`src/rtl/load_align_unit.sv`:
```
// rtl/load_align_unit.sv - load-data formatter with sub-word extraction and two-beat misaligned loads
// Sits between the data-memory port and writeback; handshakes absorb memory latency and writeback stalls.
module load_align_unit #(
  parameter int XLEN        = 64,
  parameter bit MISALIGN_EN = 1'b1
) (
  input  logic                      clk,
  input  logic                      rst_n,
  input  logic                      req_valid,
  output logic                      req_ready,
  input  logic [2:0]                req_funct3,
  input  logic [$clog2(XLEN/8)-1:0] req_offset,
  output logic                      mem_req,
  output logic                      mem_beat,
  input  logic                      mem_rvalid,
  input  logic [XLEN-1:0]           mem_rdata,
  output logic                      rsp_valid,
  input  logic                      rsp_ready,
  output logic [XLEN-1:0]           rsp_data,
  output logic                      rsp_err
);

  localparam int OW = $clog2(XLEN/8);
  localparam int SW = $clog2(XLEN);
  localparam int NB = XLEN/8;

  typedef enum logic [1:0] {IDLE, BEAT0, BEAT1, RESP} state_t;

  state_t          state, state_nx;
  logic [2:0]      f3_q;
  logic [OW-1:0]   off_q;
  logic            cross_q;
  logic [XLEN-1:0] lo_q;

  logic [3:0]      req_size;
  logic            req_cross;
  logic            req_illegal;
  logic            req_fail;

  assign req_size    = 4'd1 << req_funct3[1:0];
  assign req_cross   = (int'(req_offset) + int'(req_size)) > NB;
  assign req_illegal = (req_funct3 == 3'd7) ||
                       ((XLEN == 32) && ((req_funct3 == 3'd3) || (req_funct3 == 3'd6)));
  assign req_fail    = req_illegal || (req_cross && !MISALIGN_EN);

  // In BEAT1 the captured lo word pairs with the incoming hi word; otherwise hi is zero.
  logic [XLEN-1:0] lo_src, hi_src, sh_lo, keep, fmt;
  logic [SW:0]     nbits;
  logic [SW-1:0]   sidx;
  logic            sign;

  assign lo_src = (state == BEAT1) ? lo_q : mem_rdata;
  assign hi_src = (state == BEAT1) ? mem_rdata : '0;
  assign sh_lo  = XLEN'({hi_src, lo_src} >> {off_q, 3'b000});
  assign nbits  = (SW+1)'(8) << f3_q[1:0];
  // A full-width shift wraps to zero, so the subtraction yields an all-ones mask.
  assign keep   = (XLEN'(1) << nbits) - XLEN'(1);
  assign sidx   = SW'(nbits - (SW+1)'(1));
  assign sign   = sh_lo[sidx];
  assign fmt    = (sh_lo & keep) | ((sign && !f3_q[2]) ? ~keep : '0);

  always_ff @(posedge clk or negedge rst_n) begin
    if (!rst_n) state <= IDLE;
    else        state <= state_nx;
  end

  always_comb begin
    state_nx  = state;
    req_ready = 1'b0;
    mem_req   = 1'b0;
    mem_beat  = 1'b0;
    rsp_valid = 1'b0;
    case (state)
      IDLE: begin
        req_ready = 1'b1;
        if (req_valid) state_nx = req_fail ? RESP : BEAT0;
      end
      BEAT0: begin
        mem_req = 1'b1;
        if (mem_rvalid) state_nx = cross_q ? BEAT1 : RESP;
      end
      BEAT1: begin
        mem_req  = 1'b1;
        mem_beat = 1'b1;
        if (mem_rvalid) state_nx = RESP;
      end
      RESP: begin
        rsp_valid = 1'b1;
        if (rsp_ready) state_nx = IDLE;
      end
      default: state_nx = IDLE;
    endcase
  end

  always_ff @(posedge clk or negedge rst_n) begin
    if (!rst_n) begin
      f3_q     <= '0;
      off_q    <= '0;
      cross_q  <= 1'b0;
      lo_q     <= '0;
      rsp_data <= '0;
      rsp_err  <= 1'b0;
    end else begin
      case (state)
        IDLE: if (req_valid) begin
          f3_q    <= req_funct3;
          off_q   <= req_offset;
          cross_q <= req_cross;
          if (req_fail) begin
            rsp_data <= '0;
            rsp_err  <= 1'b1;
          end
        end
        BEAT0: if (mem_rvalid) begin
          lo_q <= mem_rdata;
          if (!cross_q) begin
            rsp_data <= fmt;
            rsp_err  <= 1'b0;
          end
        end
        BEAT1: if (mem_rvalid) begin
          rsp_data <= fmt;
          rsp_err  <= 1'b0;
        end
        default: ;
      endcase
    end
  end

endmodule

```
`config.mk`:
```
export PLATFORM = sky130hd
export DESIGN_NAME = load_align_unit
export DESIGN_NICKNAME = d
export VERILOG_FILES = /design/src/rtl/load_align_unit.sv
export SDC_FILE = /design/constraint.sdc
export NUM_CORES = 1
export LEC_CHECK = 0
export CAP_MARGIN = 30
export CORE_MARGIN = 10
export CORE_UTILIZATION = 60
export CTS_CLUSTER_DIAMETER = 200
export CTS_CLUSTER_SIZE = 24
export DETAILED_ROUTE_END_ITERATION = 10
export PLACE_DENSITY = 0.93
export SLEW_MARGIN = 20
export SYNTH_ARGS = -nofsm -noshare
export SYNTH_HDL_FRONTEND = slang
export SYNTH_SLANG_ARGS = --single-unit
```
`constraint.sdc`:
```
create_clock -name clk -period 4 [get_ports clk]
set_input_delay 0.8 -clock clk [delete_from_list [all_inputs] [get_ports clk]]
set_output_delay 0.8 -clock clk [all_outputs]
set_load 0.005 [all_outputs]
```
### Yosys cells after proc, flatten, opt, wreduce, memory -nomap -nowiden

Index checks and enable logic that the tools add are counted.
W data, S select, Z words.

| storage, ports and cells | value |
|---|---|
| output and inout port bits | 69 |
| bits in registers | 138 |
| input port bits | 75 |
| logic and storage cells | 66 |

| operators by class | value |
|---|---|
| bitwise gates (word level) | 3 |
| magnitude comparators | 2 |
| shift operators | 4 |
| equality and inequality tests | 10 |
| reduce and logical (&&, ||, !) cells | 9 |
| muxes and demuxes | 28 |
| add/subtract/negate cells | 3 |

Operators with widths:

| kind | count |
|---|---|
| $mux W64 | 8 |
| $pmux W64 S3 | 1 |
| $shr A128 B6 Y64 | 1 |
| $and A64 B64 Y64 | 1 |
| $not A64 Y64 | 1 |
| $or A64 B64 Y64 | 1 |
| $shl A1 B7 Y64 const A | 1 |
| $sub A64 B2 Y64 const B | 1 |
| $ne A2 B2 Y1 const B | 6 |
| $mux W1 | 11 |
| $mux W2 | 5 |
| $pmux W2 S4 | 1 |
| $lt A6 B7 Y1 const B | 1 |
| $shl A4 B2 Y7 const A | 1 |
| $bmux W1 S6 | 1 |
| $reduce_and A6 Y1 | 1 |
| $sub A6 B1 Y6 const B | 1 |
| $add A3 B4 Y5 | 1 |
| $gt A5 B4 Y1 const B | 1 |
| $eq A2 B2 Y1 const B | 2 |
| $reduce_and A2 Y1 | 2 |
| $reduce_and A4 Y1 | 1 |
| $shl A1 B2 Y4 const A | 1 |
| $eq A3 B3 Y1 const B | 1 |
| 7 further kinds | 7 |

### Logic depth before layout (Yosys ltp)

| logic depth | value |
|---|---|
| depth after elaboration | 11 |
| gate-level depth with buffers | 14 |
| mapped depth without buffers | 9 |

### Least setup slack after synthesis

OpenSTA, ideal clock, no wires.

| path | value |
|---|---|
| kind | register -> register |
| from | register state[0] |
| to | register rsp_data[16] |
| data required time | 3.867 ns |
| path slack | 1.394 ns |
| cell stages (with the launch flop) | 12 |
| setup time | 0.133 ns |
| period minus slack after synthesis | 2.606 ns |
| buffers on the path | 4 |
| arrival | 2.473 ns |
| path through | dfrtp_1 -> inv_1 -> ha_1 -> buf_4 -> buf_4 -> buf_4 -> buf_4 -> mux4_2 -> a221oi_1 -> a31oi_1 -> a32oi_1 -> o31ai_2 |

| on the way | value |
|---|---|
| word-level cells in the longest chain between the ends | 11 |

Ends and longest elaborated chain:

| element | line | RTL |
|---|---|---|
| start, declared | 29 | `state_t state, state_nx;` |
| start signal, assigned | 64 | `else state <= state_nx;` |
| $eq A2 B2 Y1 | 52, 53, 104 |  |
| $mux W64, on equally long branches | 52, 53 |  |
| $shr A128 B6 Y64 | 54 | `assign sh_lo = XLEN'({hi_src, lo_src} >> {off_q, 3'b000});` |
| $bmux W1 S6 | 59 | `assign sign = sh_lo[sidx];` |
| $mux W1 (not written as such) | 59 |  |
| $logic_and A1 B1 Y1 | 60 | `assign fmt = (sh_lo & keep) \| ((sign && !f3_q[2]) ? ~keep : '0);` |
| $mux W64 | 60 |  |
| $or A64 B64 Y64 | 60 |  |
| $mux W64 | 116 | `if (!cross_q) begin` |
| $mux W64 | 114 | `BEAT0: if (mem_rvalid) begin` |
| $pmux W64 S3 | 104 | `case (state)` |
| end signal, assigned | 117 | `rsp_data <= fmt;` |
| end signal, assigned | 122 | `rsp_data <= fmt;` |
| end, declared | 19 | `output logic [XLEN-1:0] rsp_data,` |

Several ways; a longest one is shown, not always the timed one. The select of a mux whose other input is x is not followed.
A chain may end at the register's enable or synchronous reset.

### Worst setup path after layout

| path | value |
|---|---|
| from | register state[0] |
| to | register rsp_data[31] |

The elaborated chain is that of the path after synthesis.

==> qor.yml <==
dieArea_um2: 21520
fp.dieW_um: 146.7
internal_power_mw: 5.736
place.gp.congestion: 1.015
cts_max_path_buffers: 2
required_ns: 4.37
core_area_um2: 15830
diodes: 0
cts_tree: "yes"
yosysMostFrequentCell: "dfrtp_1"
avgRoutedWirePerCell_um: 23.59
areaGrowthSynthToFinish_pct: 22.04
syn_inst: 936
met1_length_um: 12050
drt_pass1_iterations: 9
yosys.area.top_type: "dfrtp_1"
synth_edf_count: 0
status: "finished, final reports clean"
nets: 1121
dpl.hpwl_um: 21610
hold_buffers: 0
cts_root_buffer: "clkbuf_16"
p_comb_share_pct: 59.3
cts.repair.resized: 0
grt_antenna_before_repair: 0
vias: 8611
ir_worst_vdd_mv: 0.5666
synth_nets: 1022
finalSetupTns_ns: 0
max-cap-violations: 0
grt_pass1_wl_um: 46680
clk_pin_slew_ns: 0.06
fillCellCount: 1029
gr-total-overflow: 0
clkPwrFrac_pct: 16.1
cts_made_buffers: 17
die_y_um: 146.7
clock-sinks: 138
crit_path_end_kind: "flip-flop"
portBuffers: 143
fin_crit_ns: 3.263
drt_iter0_markers: 1239
p_per_area_nw_per_um2: 889.6
rows: 46
track_usage_pct: 26.71
regArea_um2: 3460
dp.cells: 1232
io_pins: 144
top_layer: "met4"
synth_cell_types: 72
ys_seq_area_share_pct: 35.85
avgViaCountPerCell: 6.813
routed_wl_um: 29820
cts_setup_buffers: 0
async_flop_share_pct: 100.0
grt_pass1_vias: 8324
fmaxAchievable_ghz: 0.3064
cts.htree.levels: 4
synth_top_area_share_pct: 35.85
synth_area_um2: 9632
switching_share_pct: 45.15
synth-seq-cells: 138
crit_type: "flip-flop to flip-flop"
rsz0062_at_grt: "false"
synth-main-ff-cell: "dfrtp_1"
final_cells: 1264
syn_area_per_cell_um2: 10.29
relSlewSlack_pct: 52.53
holdWs_ns: 0.3391
setup_viol: 0
initial_core_util_pct: 60.85
ys_warn_count: 0
hold_viol: 0
insertion_delay_ns: 0.43
antenna_left: 0
report.final.slew_viol_count: 0
drc: 0
path_max_fanout: 28
synthTopCellsByArea: "dfrtp_1 36%, mux2_2 11%, mux2i_1 8.6%"
cp-start-kind: "flip-flop"
switchingPower_mw: 4.721
leakage_nw: 4.789
wl_met2_um: 13030
pwr-share-seq_pct: 24.6
wl_met3_um: 4206
ys_top_cells_by_count: "138 x dfrtp_1, 97 x mux2_2, 83 x mux2i_1, 79 x nand2_1, 51 x a21oi_1"
fin_skew_ns: 0.009917
min-delay-path-class: "input pin to asynchronous set/reset pin"
worstMarginPinSlew_ns: 0.6941
multiInputGateArea_um2: 5713
grt_max_degree: 93
finalCritPeriodShare_pct: 81.58
worstPathArrival_ns: 3.63
drive_gt1_share_pct: 20.42
## cells by family after synthesis
group,synth area share [%]
AO/OA/AOI/OAI,19.67
multiplexers,28.40
AND/OR/NAND/NOR,9.418
flip-flops,35.85
buffers and inverters,5.066
adder cells (fa/ha/maj),1.507
XOR/XNOR,0.09095
## per-layer routing
layer | track usage [%] | up-vias
met3 | 10.10 | 53
li1 | - | 3763
met5 | 0 | -
met1 | 36.40 | 4163
met4 | 7.207 | 0
met2 | 38.97 | 632
## layout make-up
type                            count  area share, %
Timing Repair Buffer              164          13.74
Inverter                           19         0.6067
Multi-Input combinational cell    695          48.60
Clock inverter                     13          1.639
Clock buffer                       19          3.683
Sequential cell                   138          29.43
Tap cell                          216          2.299
## cells in the final DEF, fill, tap and decap left out, types with 3 or more instances in the layout
master           count
o21ai_1             37
o21ai_0              9
nand2_2             11
a211oi_1             5
nor3_1               3
nand3_1              9
inv_1               18
o21a_1               6
a311oi_1             7
ha_1                 9
a32oi_1             14
a21oi_1             51
clkbuf_16           17
nand2b_1            11
o211ai_1            13
mux2_2              97
o22ai_1             26
clkinv_4             4
nor2b_1              7
and2_1              10
a2bb2oi_1            6
buf_4               19
a22oi_1             43
a221oi_1             4
mux4_2              32
nand2_1             78
and3_1               7
dfrtp_1            135
clkdlybuf4s50_1    142
nor2_1              48
a31oi_1              4
mux2i_1             83
o22a_1               7
bufinv_16            4
a22o_1              11
## critical path, stage by stage, from the launching register on
cell and delay (ns):
dfrtp_1 0.44, inv_1 0.17, ha_4 0.39, and2_1 0.48, a222oi_1 0.26, a31o_2 0.32, o41ai_1 0.68, o311ai_4 0.12
buf_4 0.23, nand2_1 0.09
## through the flow
stage               util [%]  area [µm²]  power, mW  worst slack (ns)
global route           74.27       11760      10.99            0.5339
CTS                    74.27       11760      10.27            0.7759
detailed placement     70.32       11130      8.522            0.6558
floorplan                  -        9632      6.767             1.394
finish                 74.27       11760      10.46            0.7366
global placement       70.32       11130      8.281            0.6906
## power groups by stage
stage	Clock (mW)	Sequential (mW)	Combinational [mW]
2_1_floorplan	0	2.31	4.46
3_3_place_gp	0	2.51	5.77
3_5_place_dp	0	2.56	5.96
4_1_cts	1.69	2.56	6.03
5_1_grt	1.75	2.63	6.61
6_report	1.68	2.58	6.20
## path summary, 6_finish.rpt
check / from / end / slack, ns / depth (start not counted)
setup / recovery: state[0] / rsp_data[31] / 0.74 / 9
hold / removal: rst_n / lo_q[41] / 0.34 / 1
setup reg to reg: state[0] / rsp_data[31] / 0.74 / 9
hold reg to reg: rsp_err / rsp_err / 0.49 / 2
max in group asynchronous: rst_n / rsp_data[52] / 2.86 / 2
min in group clk: rsp_err / rsp_err / 0.49 / 2
## registers in the layout, indices dropped and copies added (netlist names)
name,count
state,2
f3_q,3
off_q,3
rsp_err,1
rsp_data,64
lo_q,64
cross_q,1
Note: power is estimated with default switching activity, not from simulation.
